## config.mk

```make
export PLATFORM = sky130hd
export DESIGN_NAME = tt_um_axi4lite_top_core
export DESIGN_NICKNAME = d
export VERILOG_FILES = /design/src/rtl/tt_um_axi4lite_top_core.sv
export SDC_FILE = /design/constraint.sdc
export NUM_CORES = 1
export LEC_CHECK = 0
export ABC_AREA = 1
export CAP_MARGIN = 40
export CELL_PAD_IN_SITES_DETAIL_PLACEMENT = 1
export CELL_PAD_IN_SITES_GLOBAL_PLACEMENT = 2
export CORE_MARGIN = 2
export CORE_UTILIZATION = 31
export CTS_CLUSTER_DIAMETER = 100
export DETAILED_ROUTE_END_ITERATION = 16
export PLACE_DENSITY_LB_ADDON = 0.1
export SYNTH_ARGS = -nofsm -noshare
export SYNTH_HDL_FRONTEND = slang
export SYNTH_SLANG_ARGS = --single-unit
```

## constraint.sdc

```tcl
create_clock -name clk -period 2.8 [get_ports clk]
set_input_delay 0.28 -clock clk [delete_from_list [all_inputs] [get_ports clk]]
set_output_delay 0.28 -clock clk [all_outputs]
set_load 0.05 [all_outputs]
```

## src/rtl/tt_um_axi4lite_top_core.sv

```systemverilog
// ----------------------------------------------------------------------------
// tt_um_axi4lite_top_core
// Pin-level wrapper around an AXI4-Lite master FSM, an AXI4-Lite slave and a
// 4x8 register file. The master and slave talk only over internal AW/W/B/AR/R
// channels. Rising edges on the start pins launch one write or one read.
//
// Ports:
//   clk      in   sole clock, rising edge
//   rst_n    in   asynchronous reset, ACTIVE-HIGH (name kept for pin compat)
//   ena      in   unused
//   ui_in    in   [0] start_write, [2:1] write_addr, [3:2] read_addr,
//                 [4] start_read, [7:5] unused
//   uio_in   in   write data
//   uo_out   out  [0] done, [1] busy, [2] write_active, [3] read_active,
//                 [5:4] last response, [7:6] zero
//   uio_out  out  last read data
//   uio_oe   out  0xFF while the last read data is valid, else 0x00
//
// Configuration macro:
//   AXI4LITE_RESP_OUT_EN  when defined, uo_out[5:4] carries the last
//                         BRESP/RRESP; otherwise it is tied to 00.
// ----------------------------------------------------------------------------
module tt_um_axi4lite_top_core #(
   parameter int unsigned ADDR_WIDTH = 2,
   parameter int unsigned DATA_WIDTH = 8
) (
   input  logic       clk,
   input  logic       rst_n,
   input  logic       ena,
   input  logic [7:0] ui_in,
   input  logic [7:0] uio_in,
   output logic [7:0] uo_out,
   output logic [7:0] uio_out,
   output logic [7:0] uio_oe
);

   localparam int unsigned NUM_REGS  = 2 ** ADDR_WIDTH;
   localparam logic [1:0]  RESP_OKAY = 2'b00;

   typedef enum logic [2:0] {
      S_IDLE,
      S_WADDR,
      S_WRESP,
      S_RADDR,
      S_RDATA,
      S_DONE
   } state_t;

   // Internal AXI4-Lite channels
   logic                  awvalid, awready;
   logic [ADDR_WIDTH-1:0] awaddr;
   logic                  wvalid, wready;
   logic [DATA_WIDTH-1:0] wdata;
   logic                  bvalid, bready;
   logic [1:0]            bresp;
   logic                  arvalid, arready;
   logic [ADDR_WIDTH-1:0] araddr;
   logic                  rvalid, rready;
   logic [DATA_WIDTH-1:0] rdata;
   logic [1:0]            rresp;

   // Master-side state and registered outputs
   state_t                state;
   logic                  start_w_q, start_r_q;
   logic                  done_q, busy_q, wr_act_q, rd_act_q, read_valid_q;
   logic [DATA_WIDTH-1:0] rd_data_q;

   // Slave-side state
   logic                  aw_held, w_held;
   logic [ADDR_WIDTH-1:0] s_awaddr;
   logic [DATA_WIDTH-1:0] s_wdata;
   logic [DATA_WIDTH-1:0] regs [NUM_REGS];

   logic start_w_c, start_r_c;
   logic [1:0] resp;

   // Start edges: a level held high never retriggers
   assign start_w_c = ui_in[0] & ~start_w_q;
   assign start_r_c = ui_in[4] & ~start_r_q;

   assign bresp = RESP_OKAY;
   assign rresp = RESP_OKAY;

   // Master FSM; write wins when both starts coincide, starts while busy are dropped
   always_ff @(posedge clk or posedge rst_n) begin
      if (rst_n) begin
         state        <= S_IDLE;
         start_w_q    <= 1'b0;
         start_r_q    <= 1'b0;
         awvalid      <= 1'b0;
         awaddr       <= '0;
         wvalid       <= 1'b0;
         wdata        <= '0;
         bready       <= 1'b0;
         arvalid      <= 1'b0;
         araddr       <= '0;
         rready       <= 1'b0;
         done_q       <= 1'b0;
         busy_q       <= 1'b0;
         wr_act_q     <= 1'b0;
         rd_act_q     <= 1'b0;
         read_valid_q <= 1'b0;
         rd_data_q    <= '0;
      end else begin
         start_w_q <= ui_in[0];
         start_r_q <= ui_in[4];
         done_q    <= 1'b0;
         case (state)
            S_IDLE: begin
               if (start_w_c) begin
                  awaddr       <= ADDR_WIDTH'(ui_in[2:1]);
                  wdata        <= DATA_WIDTH'(uio_in);
                  awvalid      <= 1'b1;
                  wvalid       <= 1'b1;
                  busy_q       <= 1'b1;
                  wr_act_q     <= 1'b1;
                  read_valid_q <= 1'b0;
                  state        <= S_WADDR;
               end else if (start_r_c) begin
                  araddr   <= ADDR_WIDTH'(ui_in[3:2]);
                  arvalid  <= 1'b1;
                  busy_q   <= 1'b1;
                  rd_act_q <= 1'b1;
                  state    <= S_RADDR;
               end
            end
            S_WADDR: begin
               // AW and W may finish in either order; leave once neither is pending
               if (awvalid && awready) awvalid <= 1'b0;
               if (wvalid && wready)   wvalid  <= 1'b0;
               if ((!awvalid || awready) && (!wvalid || wready)) begin
                  bready <= 1'b1;
                  state  <= S_WRESP;
               end
            end
            S_WRESP: begin
               if (bvalid && bready) begin
                  bready   <= 1'b0;
                  wr_act_q <= 1'b0;
                  done_q   <= 1'b1;
                  state    <= S_DONE;
               end
            end
            S_RADDR: begin
               if (arvalid && arready) begin
                  arvalid <= 1'b0;
                  rready  <= 1'b1;
                  state   <= S_RDATA;
               end
            end
            S_RDATA: begin
               // Read data lands on the same edge done rises
               if (rvalid && rready) begin
                  rready       <= 1'b0;
                  rd_act_q     <= 1'b0;
                  rd_data_q    <= rdata;
                  read_valid_q <= 1'b1;
                  done_q       <= 1'b1;
                  state        <= S_DONE;
               end
            end
            S_DONE: begin
               busy_q <= 1'b0;
               state  <= S_IDLE;
            end
            default: begin
               busy_q <= 1'b0;
               state  <= S_IDLE;
            end
         endcase
      end
   end

   // Slave: independent AW/W acceptance, register write once both beats are held
   always_ff @(posedge clk or posedge rst_n) begin
      if (rst_n) begin
         awready  <= 1'b0;
         wready   <= 1'b0;
         aw_held  <= 1'b0;
         w_held   <= 1'b0;
         s_awaddr <= '0;
         s_wdata  <= '0;
         bvalid   <= 1'b0;
         arready  <= 1'b0;
         rvalid   <= 1'b0;
         rdata    <= '0;
         for (int i = 0; i < int'(NUM_REGS); i++) regs[i] <= '0;
      end else begin
         if (awvalid && awready) begin
            aw_held  <= 1'b1;
            s_awaddr <= awaddr;
            awready  <= 1'b0;
         end else if (awvalid && !aw_held && !awready) begin
            awready <= 1'b1;
         end

         if (wvalid && wready) begin
            w_held  <= 1'b1;
            s_wdata <= wdata;
            wready  <= 1'b0;
         end else if (wvalid && !w_held && !wready) begin
            wready <= 1'b1;
         end

         if (bvalid) begin
            if (bready) bvalid <= 1'b0;
         end else if (aw_held && w_held) begin
            regs[s_awaddr] <= s_wdata;
            bvalid         <= 1'b1;
            aw_held        <= 1'b0;
            w_held         <= 1'b0;
         end

         // RVALID follows the AR handshake by one cycle
         if (arvalid && arready) begin
            arready <= 1'b0;
            rvalid  <= 1'b1;
            rdata   <= regs[araddr];
         end else if (arvalid && !arready && !rvalid) begin
            arready <= 1'b1;
         end

         if (rvalid && rready) rvalid <= 1'b0;
      end
   end

`ifdef AXI4LITE_RESP_OUT_EN
   // Last response seen on B or R
   logic [1:0] resp_q;

   always_ff @(posedge clk or posedge rst_n) begin
      if (rst_n) begin
         resp_q <= 2'b00;
      end else if (bvalid && bready) begin
         resp_q <= bresp;
      end else if (rvalid && rready) begin
         resp_q <= rresp;
      end
   end

   assign resp = resp_q;
`else
   logic unused_resp;

   assign resp        = 2'b00;
   assign unused_resp = &{1'b0, bresp, rresp};
`endif

   logic unused_pins;
   assign unused_pins = &{1'b0, ena, ui_in[7:5]};

   assign uo_out  = {2'b00, resp, rd_act_q, wr_act_q, busy_q, done_q};
   assign uio_out = 8'(rd_data_q);
   assign uio_oe  = {8{read_valid_q}};

endmodule

```

# --- After elaboration in Yosys (flattened, before gate mapping) ---
# Cells that the tools add are included.
op_classes:
  reduce_logical: 50
  n_lt_le_gt_ge: 3
  eq_ne: 14
  mux: 54
  bitwise: 9
op_table:
  columns: ["op", "n"]
  rows:
  - ["$bwmux W32", 1]
  - ["$mux W1", 31]
  - ["$mux W8", 3]
  - ["$reduce_and A3 Y1", 7]
  - ["$pmux W1 S2", 10]
  - ["$reduce_bool A2 Y1", 10]
  - ["$mux W3", 6]
  - ["$ne A2 B2 Y1 const B", 9]
  - ["$bmux W8 S2", 1]
  - ["$demux W8 S2", 1]
  - ["$pmux W3 S5", 1]
  - ["$logic_and A1 B1 Y1", 14]
  - ["$logic_not A1 Y1", 8]
  - ["$reduce_and A2 Y1", 4]
  - ["$reduce_and A4 Y1", 2]
  - ["$eq A3 B2 Y1 const B", 2]
  - ["$ge A3 B3 Y1 const B", 2]
  - ["$not A2 Y3", 2]
  - ["$not A1 Y1", 5]
  - ["$reduce_and A5 Y1", 1]
  - ["$reduce_or A4 Y1", 1]
  - ["$eq A3 B1 Y1 const B", 1]
  - ["$eq A3 B3 Y1 const B", 1]
  - ["$logic_not A3 Y1", 1]
  - ["4 further kinds", 6]
totals:
  ff_bits: 92
  wordCells: 161
  in_bits: 19

# --- Longest topological paths before layout ---
# Gate-level depths: netlist of the first run.
logic_depth:
  depth_word: 6
  ltp_mapped: 8

# --- Worst setup path after synthesis of the first run ---
# Ideal clock, no wire load.
synth_timing:
  path_type: "reg2reg"
  from: "register state[0]"
  to: "register wdata[0]"
  synth_period_minus_slack_ps: 1236
  stages_incl_launch_ff: 8
  slack_ps: 1564
  t_arrival_ps: 1119
  setup_ps: 116
  n_path_buf: 1
  cell_sequence: "dfrtp_1 nor2_1 nand2_1 nor2_1 inv_1 buf_2 nand2_1 nand2_1"
synth_between:
  elab_chain_len: 2
synth_rtl:
  columns: ["element", "line", "text"]
  rows:
  - ["start, declared", "63", "state_t state;"]
  - ["start signal, assigned", "87", "state <= S_IDLE;"]
  - ["start signal, assigned", "118", "state <= S_WADDR;"]
  - ["start signal, assigned", "124", "state <= S_RADDR;"]
  - ["$logic_not A3 Y1", "108", "case (state)"]
  - ["$reduce_and A2 Y1 (no source line)", null, null]
  - ["end signal, assigned", "112", "wdata <= DATA_WIDTH'(uio_in);"]
  - ["end, declared", "53", "logic [DATA_WIDTH-1:0] wdata;"]
# Every way passes these cells.
# A chain may end at the register's enable or synchronous reset.

# --- Final worst setup path of the first run ---
layout_timing:
  from: "register read_valid_q"
  to: "output uio_oe[2]"
layout_rtl:
  columns: ["element", "line", "text"]
  rows:
  - ["start, declared", "65", "logic done_q, busy_q, wr_act_q, rd_act_q, read_valid_q;"]
  - ["start signal, assigned", "102", "read_valid_q <= 1'b0;"]
  - ["start signal, assigned", "117", "read_valid_q <= 1'b0;"]
  - ["start signal, assigned", "157", "read_valid_q <= 1'b1;"]
  - ["end, declared", "34", "output logic [7:0] uio_oe"]
# No word-level cell between the ends.

==> metrics.cfg, run 1 <==
[status]
status=complete, no violations

[clock_network]
cts.sinks=92
root_buffer=clkbuf_16
clkTransAtPathRegs_ps=70
tritoncts=done
clock_path_buffers=2
cts_resized=0
cts_hold_buf=0
clock_latency_ps=340
post_cts_buffers=0
numCtsBuffers=9
h-tree-depth=3

[floorplanning]
die-area_um2=13650
coreArea_um2=12520
fp.dieH_um=116.8
ios=43
die_width_um=116.8
initial_utilization_pct=31.54
rows=41

[global_route]
grt_max_degree=77
grt_pass1_wl_um=14860
grt_pass1_vias=2899
grt_use_total_pct=14.42
antenna_found_initial=0
grt_overflow=0

[flow_run]
max_cap_viol_count=0

[setup_path]
cp-end-kind=primary output
cp_num_buf_inv=1
crit_family=buffers and inverters
path_cells=clkdlybuf4s50_1
path_class=register to primary output
max_stage_delay_ps=860
crit_slowest_cell=clkdlybuf4s50_1
cp_data_arrival_time_ps=1680
worst-path-max-fanout=9
cp-start-kind=register
worstPathRequired_ps=2520

[synth]
ys_types=22
seq_area_frac_synth_pct=58.32
syn_avg_cell_area_um2=8.772
synth.top_cell.area_share_pct=58.32
yosys.area.top_type=dfrtp_1
syn-cell-area_um2=3948
synth_cells=450
ys_ff_latch=92
yosys-top-cells-area=dfrtp_1 (58%), nand2_1 (12%), o21ai_0 (12%)
yosysWarnings=0

[drt]
vias=2835
dr.first_iter.drc_count=97
vias_per_cell=4.375
wl_per_cell_um=13.71
drt_pass1_iterations=4
drc_errors=0
ant_nets=0
wl_um=8883

[layout]
layout.nets=490
fill_cells=1494
area_growth_pct=16.93
antenna_cells=0
drive_above_1_share_pct=5.252

[pwr]
peakVddDrop_mv=0.5127
leakage_nw=2.194
power-per-cell-area_nw_per_um2=1198

[sta]
fmax_mhz=509.2
tightest_slew_ps=614.1
period_needed_ps=1964
period_share_pct=70.13
worst_slack_ps=836.3
finalHoldViolCount=0
fin_setup_tns_ps=0
rsz0062_at_grt=no
skew_ps=5.533
setup_viol=0
slew_headroom_pct=59.06
slew_violations=0

[place]
portBuffers=34
dpl.hpwl_um=6017
pre_cts_slack_ps=1050
gp_congestion=0.6998

[min_path]
holdCritPathClass=input port to async pin

-- logic make-up (layout without fill, tap and decap cells) --
| family | count (synthesis) | count (layout) | synth area share [%] |
|---|---|---|---|
| DFF | 92 | 92 | 58.32 |
| and+or+nand+nor | 176 | 176 | 18.23 |
| buffers and inverters | 78 | 101 | 10.11 |
| muxes | 1 | 1 | 0.2852 |
| AOI/OAI and AO/OA | 102 | 102 | 12.96 |
| other | 1 | 4 | 0.09500 |
-- worst paths after layout --
kind / cells past startpoint / start / slack, ps / end
max in group asynchronous: 3 / rst_n / 1870 / regs[22]$_DFFE_PP0P_
setup / recovery: 1 / read_valid_q$_DFFE_PP0P_ / 840 / uio_oe[2]
hold reg to reg: 2 / rd_act_q$_DFFE_PP0P_ / 480 / rd_act_q$_DFFE_PP0P_
min in group clk: 1 / ui_in[0] / 400 / start_w_q$_DFF_PP0_
setup reg to reg: 7 / state[0]$_DFFE_PP0P_ / 1140 / awaddr[1]$_DFFE_PP0P_
hold / removal: 2 / rst_n / 210 / uio_out[5]$_DFFE_PP0P_
-- where the power goes --
group	total, W	leakage, nW	switching, W	internal (W)
clock	0.00121	0.146	0.000522	0.000685
sequential	0.00219	1.17	0.000334	0.00186
combinational	0.00213	0.878	0.00145	0.000675
-- layout by cell type, fill, tap and decap left out, drive strengths merged, types with 2 or more instances in the layout --
cell / n
nand2: 125
o21ai: 95
dfrtp: 92
inv: 45
nor2: 34
clkdlybuf4s50: 34
nand3: 13
clkbuf: 10
clkinv: 8
a21oi: 6
conb: 4
buf: 3
nand4: 2
-- cell type report --
type	count	area (µm²)	area share, %
Clock buffer	10	229.0	4.961
Clock inverter	6	55.05	1.193
Inverter	48	181.4	3.931
Multi-Input combinational cell	283	1257	27.24
Sequential cell	92	2302	49.88
Tap cell	172	215.2	4.662
Timing Repair Buffer	37	375.4	8.132
-- synth_stat cells (all sizes together) --
| cell type | n |
|---|---|
| clkinv | 2 |
| inv | 46 |
| conb | 1 |
| and2 | 1 |
| nor2 | 34 |
| o22ai | 1 |
| a21oi | 6 |
| nand3 | 13 |
| nand2 | 125 |
| o21ai | 95 |
| clkbuf | 2 |
| dfrtp | 92 |
| buf | 28 |
| nor3 | 1 |
| nand4 | 2 |
| mux2 | 1 |
-- stage by stage --
step,hold WS [ps],cells,power (W),cell area (µm²),util (%)
5_1_grt,230.9,648,0.006018,4616,36.88
3_5_place_dp,461.4,632,0.004401,4332,34.61
6_report,207.1,648,0.005528,4616,36.88
3_3_place_gp,457.6,632,0.004349,4332,34.61
2_1_floorplan,311.4,453,0.003839,3959,-
4_1_cts,211.7,648,0.005639,4616,36.88
-- flip-flops by register name, summed over array words and instances (netlist names), 2 cells and up --
register	flops
s_awaddr	2
regs	32
state	3
wdata	8
awaddr	2
s_wdata	8
uio_out	8
araddr	2
rdata	8
-- layer usage --
metal  vias to the layer above  share of wire, %  GRT usage [%]
met5                         -                 0              0
met2                        24                46          22.62
li1                       1448                 -              -
met1                      1350                50          19.66
met4                         0               1.9          6.118
met3                        13               2.0          2.678
(Power assumes the default switching activity.)
==> run 2: changes to the inputs <==
- clock period: 2.8 -> 1.8 ns (I/O delays scaled with it)
==> run 2 against run 1 <==
  * Sequential power grew 54%
  * Final cell count grew 0.62%
  * Total power grew 56%
  * First-iteration DRC count grew 9.3%
  * Wire length grew 0.79%
  * Register-to-register slack lost 840 ps
==> metrics.cfg, run 2 (synthesis results as in run 1) <==
[status]
status=complete, no violations

[sta]
fmax_mhz=594.0
period_needed_ps=1683
period_share_pct=93.53
skew_ps=3.726
setup_viol=0
fin_setup_tns_ps=0
finalHoldViolCount=0
slew_headroom_pct=65.65
tightest_slew_ps=515.2
slew_violations=0
rsz0062_at_grt=no

[global_route]
grt_pass1_vias=2893
grt_use_total_pct=14.66
grt_overflow=0
antenna_found_initial=0
grt_pass1_wl_um=14970
grt_max_degree=93

[pwr]
power-per-cell-area_nw_per_um2=1862
peakVddDrop_mv=0.7924
leakage_nw=2.220

[drt]
dr.first_iter.drc_count=106
vias=2902
wl_um=8953
drt_pass1_iterations=4
drc_errors=0
wl_per_cell_um=13.73
vias_per_cell=4.451
ant_nets=0

[setup_path]
cp-end-kind=primary output
max_stage_delay_ps=810
r2r-end=araddr[0]$_DFFE_PP0P_
cp_data_arrival_time_ps=1500
path_class=register to primary output
path_cells=clkdlybuf4s50_1
reg2reg_setup_slack_ps=300
r2r_start=state[0]$_DFFE_PP0P_
crit_family=buffers and inverters
worstPathRequired_ps=1620
crit_slowest_cell=clkdlybuf4s50_1
rr_worst_depth=6
cp-start-kind=register
worst-path-max-fanout=2
cp_num_buf_inv=1

[place]
dp_cells=637
gp_congestion=0.7252
dpl.hpwl_um=6042
placed_area_um2=4352
portBuffers=34

[layout]
layout.nets=495
antenna_cells=0
final_cells=652
final_cell_area_um2=4637
largest_reg_flops=32
final_common_cell=nand2_1
final_cell_mix=nand2_1 (125), o21ai_0 (92), dfrtp_1 (92), inv_1 (44), nor2_1 (34)
area_growth_pct=17.46
drive_above_1_share_pct=7.292
largest-register=regs

[clock_network]
cts_hold_buf=0
h-tree-depth=3
clock_path_buffers=2
cts.sinks=92
tritoncts=done
post_cts_buffers=0
clock_latency_ps=340
cts_resized=0
numCtsBuffers=9
clkTransAtPathRegs_ps=60
root_buffer=clkbuf_16

[flow_run]
max_cap_viol_count=0

[floorplanning]
ios=43
coreArea_um2=12520
fp.dieH_um=116.8
initial_utilization_pct=31.54
die-area_um2=13650
die_width_um=116.8
rows=41

[min_path]
worstHoldPathCells=1
holdCritPathClass=input port to register
whs_endpoint=start_w_q$_DFF_PP0_
hp-start=ui_in[0]

run 2: cell count changes in the layout (fill, tap and decap cells not counted), sizes merged:
cell / delta
clkinvlp: +1
clkbuf: +3
buf: +13
clkinv: -5
clkdlybuf4s50: -8
run 2: power by group:
part | switching [W] | internal [W]
sequential | 0.000492 | 0.00289
clock | 0.000768 | 0.00111
combinational | 0.00230 | 0.00108
run 2: through the flow:
step	hold WS, ps	setup slack (ps)	utilization (%)	power (W)
finish	311.1	116.5	37.05	0.008635
global route	303.7	37.95	37.05	0.009413
CTS	299.3	90.24	37.05	0.008820
detailed placement	463.4	298.5	34.77	0.006894
global placement	454.5	309.0	34.77	0.006807
floorplan	211.4	542.3	-	0.005973
run 2: worst max-delay path by stage:
| stage | startpoint | end | slack, ps | cells past startpoint |
|---|---|---|---|---|
| 2_1_floorplan | rst_n | araddr[0]$_DFFE_PP0P_ | 540 | 1 |
| 3_3_place_gp | ui_in[0] | awaddr[1]$_DFFE_PP0P_ | 310 | 6 |
| 3_5_place_dp | state[0]$_DFFE_PP0P_ | araddr[0]$_DFFE_PP0P_ | 300 | 6 |
| 4_1_cts | rd_act_q$_DFFE_PP0P_ | uo_out[3] | 90 | 1 |
| 5_1_grt | rd_act_q$_DFFE_PP0P_ | uo_out[3] | 40 | 1 |
| 6_report | rd_act_q$_DFFE_PP0P_ | uo_out[3] | 120 | 1 |
run 2: area by class of cell:
cell class | count | area (µm²)
Tap cell | 172 | 215.2
Inverter | 48 | 183.9
Fill cell | 1509 | 7880
Multi-Input combinational cell | 283 | 1257
Clock inverter | 2 | 35.03
Sequential cell | 92 | 2302
Clock buffer | 13 | 250.2
Timing Repair Buffer | 42 | 392.9
run 2: metal layers:
metal / up-vias / track usage [%] / part of all wire [%] / wire length (µm)
met4: 0 / 6.588 / 2.0 / 183
met5: - / 0 / 0 / 0
met1: 1402 / 20.45 / 50 / 4514
met3: 11 / 2.781 / 2.1 / 186
met2: 31 / 22.27 / 45 / 4068
li1: 1458 / - / - / -
==> run 3: changes to the inputs <==
- SETUP_SLACK_MARGIN: default -> 0.2
==> run 3 against run 2 <==
  * Utilization shrank 0.060 points
  * Wire length about the same
  * Clock-buffer cell count stayed put
==> metrics.cfg, run 3 (synthesis results as in run 1) <==
[status]
status=complete, no violations

[clock_network]
clock_path_buffers=2
tritoncts=done
h-tree-depth=3
root_buffer=clkbuf_16
clkTransAtPathRegs_ps=60
numCtsBuffers=9
cts_hold_buf=0
clock_latency_ps=340
cts.sinks=92

[setup_path]
cp_data_arrival_time_ps=1670
crit_start=state[0]$_DFFE_PP0P_
cp-end-kind=register
r2r_start=state[0]$_DFFE_PP0P_
worst-path-max-fanout=6
path_class=register to register
worstPathRequired_ps=2030
cp-start-kind=register

[sta]
slew_violations=0
tightest_slew_ps=515.5
fmax_mhz=695.5
setup_viol=0
slew_headroom_pct=65.63
skew_ps=3.745
finalHoldWorstSlack_ps=311.2
period_needed_ps=1438
rsz0062_at_grt=yes
finalHoldViolCount=0
period_share_pct=79.87
fin_setup_tns_ps=0

[layout]
antenna_cells=0
area_growth_pct=17.27
final_common_cell=nand2_1
fill_cells=1510
final_cell_area_um2=4629
largest-register=regs
layout.nets=496
final_cell_mix=nand2_1 (125), o21ai_0 (92), dfrtp_1 (92), inv_1 (43), nor2_1 (34)
largest_reg_flops=32
drive_above_1_share_pct=7.692

[min_path]
hp-start=ui_in[0]
holdCritPathClass=input port to register

[pwr]
peakVddDrop_mv=0.7644
power-per-cell-area_nw_per_um2=1852
finalPower_w=0.008576
leakage_nw=2.267

[global_route]
grt_pass1_wl_um=15040
antenna_found_initial=0
grt_max_degree=93
grt_overflow=0
grt_pass1_vias=2902
grt_use_total_pct=14.72

[floorplanning]
die_width_um=116.8
initial_utilization_pct=31.54
ios=43
rows=41
fp.dieH_um=116.8
die-area_um2=13650
coreArea_um2=12520

[drt]
wl_per_cell_um=13.71
wl_um=8954
drt_pass1_iterations=4
vias=2902
ant_nets=0
dr.first_iter.drc_count=116
vias_per_cell=4.444
drc_errors=0

[place]
dpl.hpwl_um=6042
portBuffers=34
placed_area_um2=4352
gp_congestion=0.7252

[flow_run]
max_cap_viol_count=0

## run 3: cell count changes in the layout (fill, tap and decap cells not counted)
cell,change
buf_4,+1
inv_2,+1
clkdlybuf4s50_1,-12
dlygate4sd2_1,+12
inv_1,-1
## run 3: per-layer routing
metal	GRT usage, %	wire (µm)	up-vias
met5	0	0	-
met3	2.781	190	11
met1	20.51	4508	1401
met2	22.39	4072	29
li1	-	-	1461
met4	6.588	183	0
## run 3: path summary, 6_finish.rpt
kind / end / cells past startpoint / slack (ps)
max in group asynchronous: arvalid$_DFFE_PP0P_ / 3 / 1080
setup / recovery: state[2]$_DFFE_PP0P_ / 8 / 360
hold / removal: start_w_q$_DFF_PP0_ / 1 / 310
min in group asynchronous: uio_out[6]$_DFFE_PP0P_ / 3 / 320
hold reg to reg: wdata[1]$_DFFE_PP0P_ / 2 / 470
setup reg to reg: state[2]$_DFFE_PP0P_ / 8 / 360
## run 3: cell type report
cell class                      count  area, µm²  area share [%]
Tap cell                          172      215.2           4.649
Inverter                           48      183.9           3.973
Sequential cell                    92       2302           49.73
Multi-Input combinational cell    283       1257           27.16
Timing Repair Buffer               43      385.4           8.324
Clock buffer                       13      250.2           5.405
Clock inverter                      2      35.03          0.7568
## run 3: power by group
| part | switching, W | internal [W] |
|---|---|---|
| registers | 0.000488 | 0.00289 |
| clock network | 0.000769 | 0.00111 |
| logic | 0.00230 | 0.00102 |
| total | 0.00356 | 0.00502 |
## run 3: worst max-delay path, cell delays in order, from the launching register on
cell and delay, ps:
dfrtp_1 430, nor2_1 210, nand2_1 140, inv_2 100
nand2_1 110, nand2_1 100, inv_1 90, nand3_1 90
nand2_1 50
## run 3: timing repair
action                     in CTS  in global routing
gates cloned                    0                  0
pin swaps                       0                  0
setup buffers                   0                  1
resized for setup              12                  1
setup endpoints to repair      12                 13
## run 3: per-stage QoR
stage	utilization, %	setup slack, ps	instances
after detailed placement	34.77	298.5	637
final	36.99	362.3	653
after global placement	34.77	309.0	637
after global routing	36.99	189.0	653
after CTS	36.93	286.5	652
after floorplan	-	542.3	453
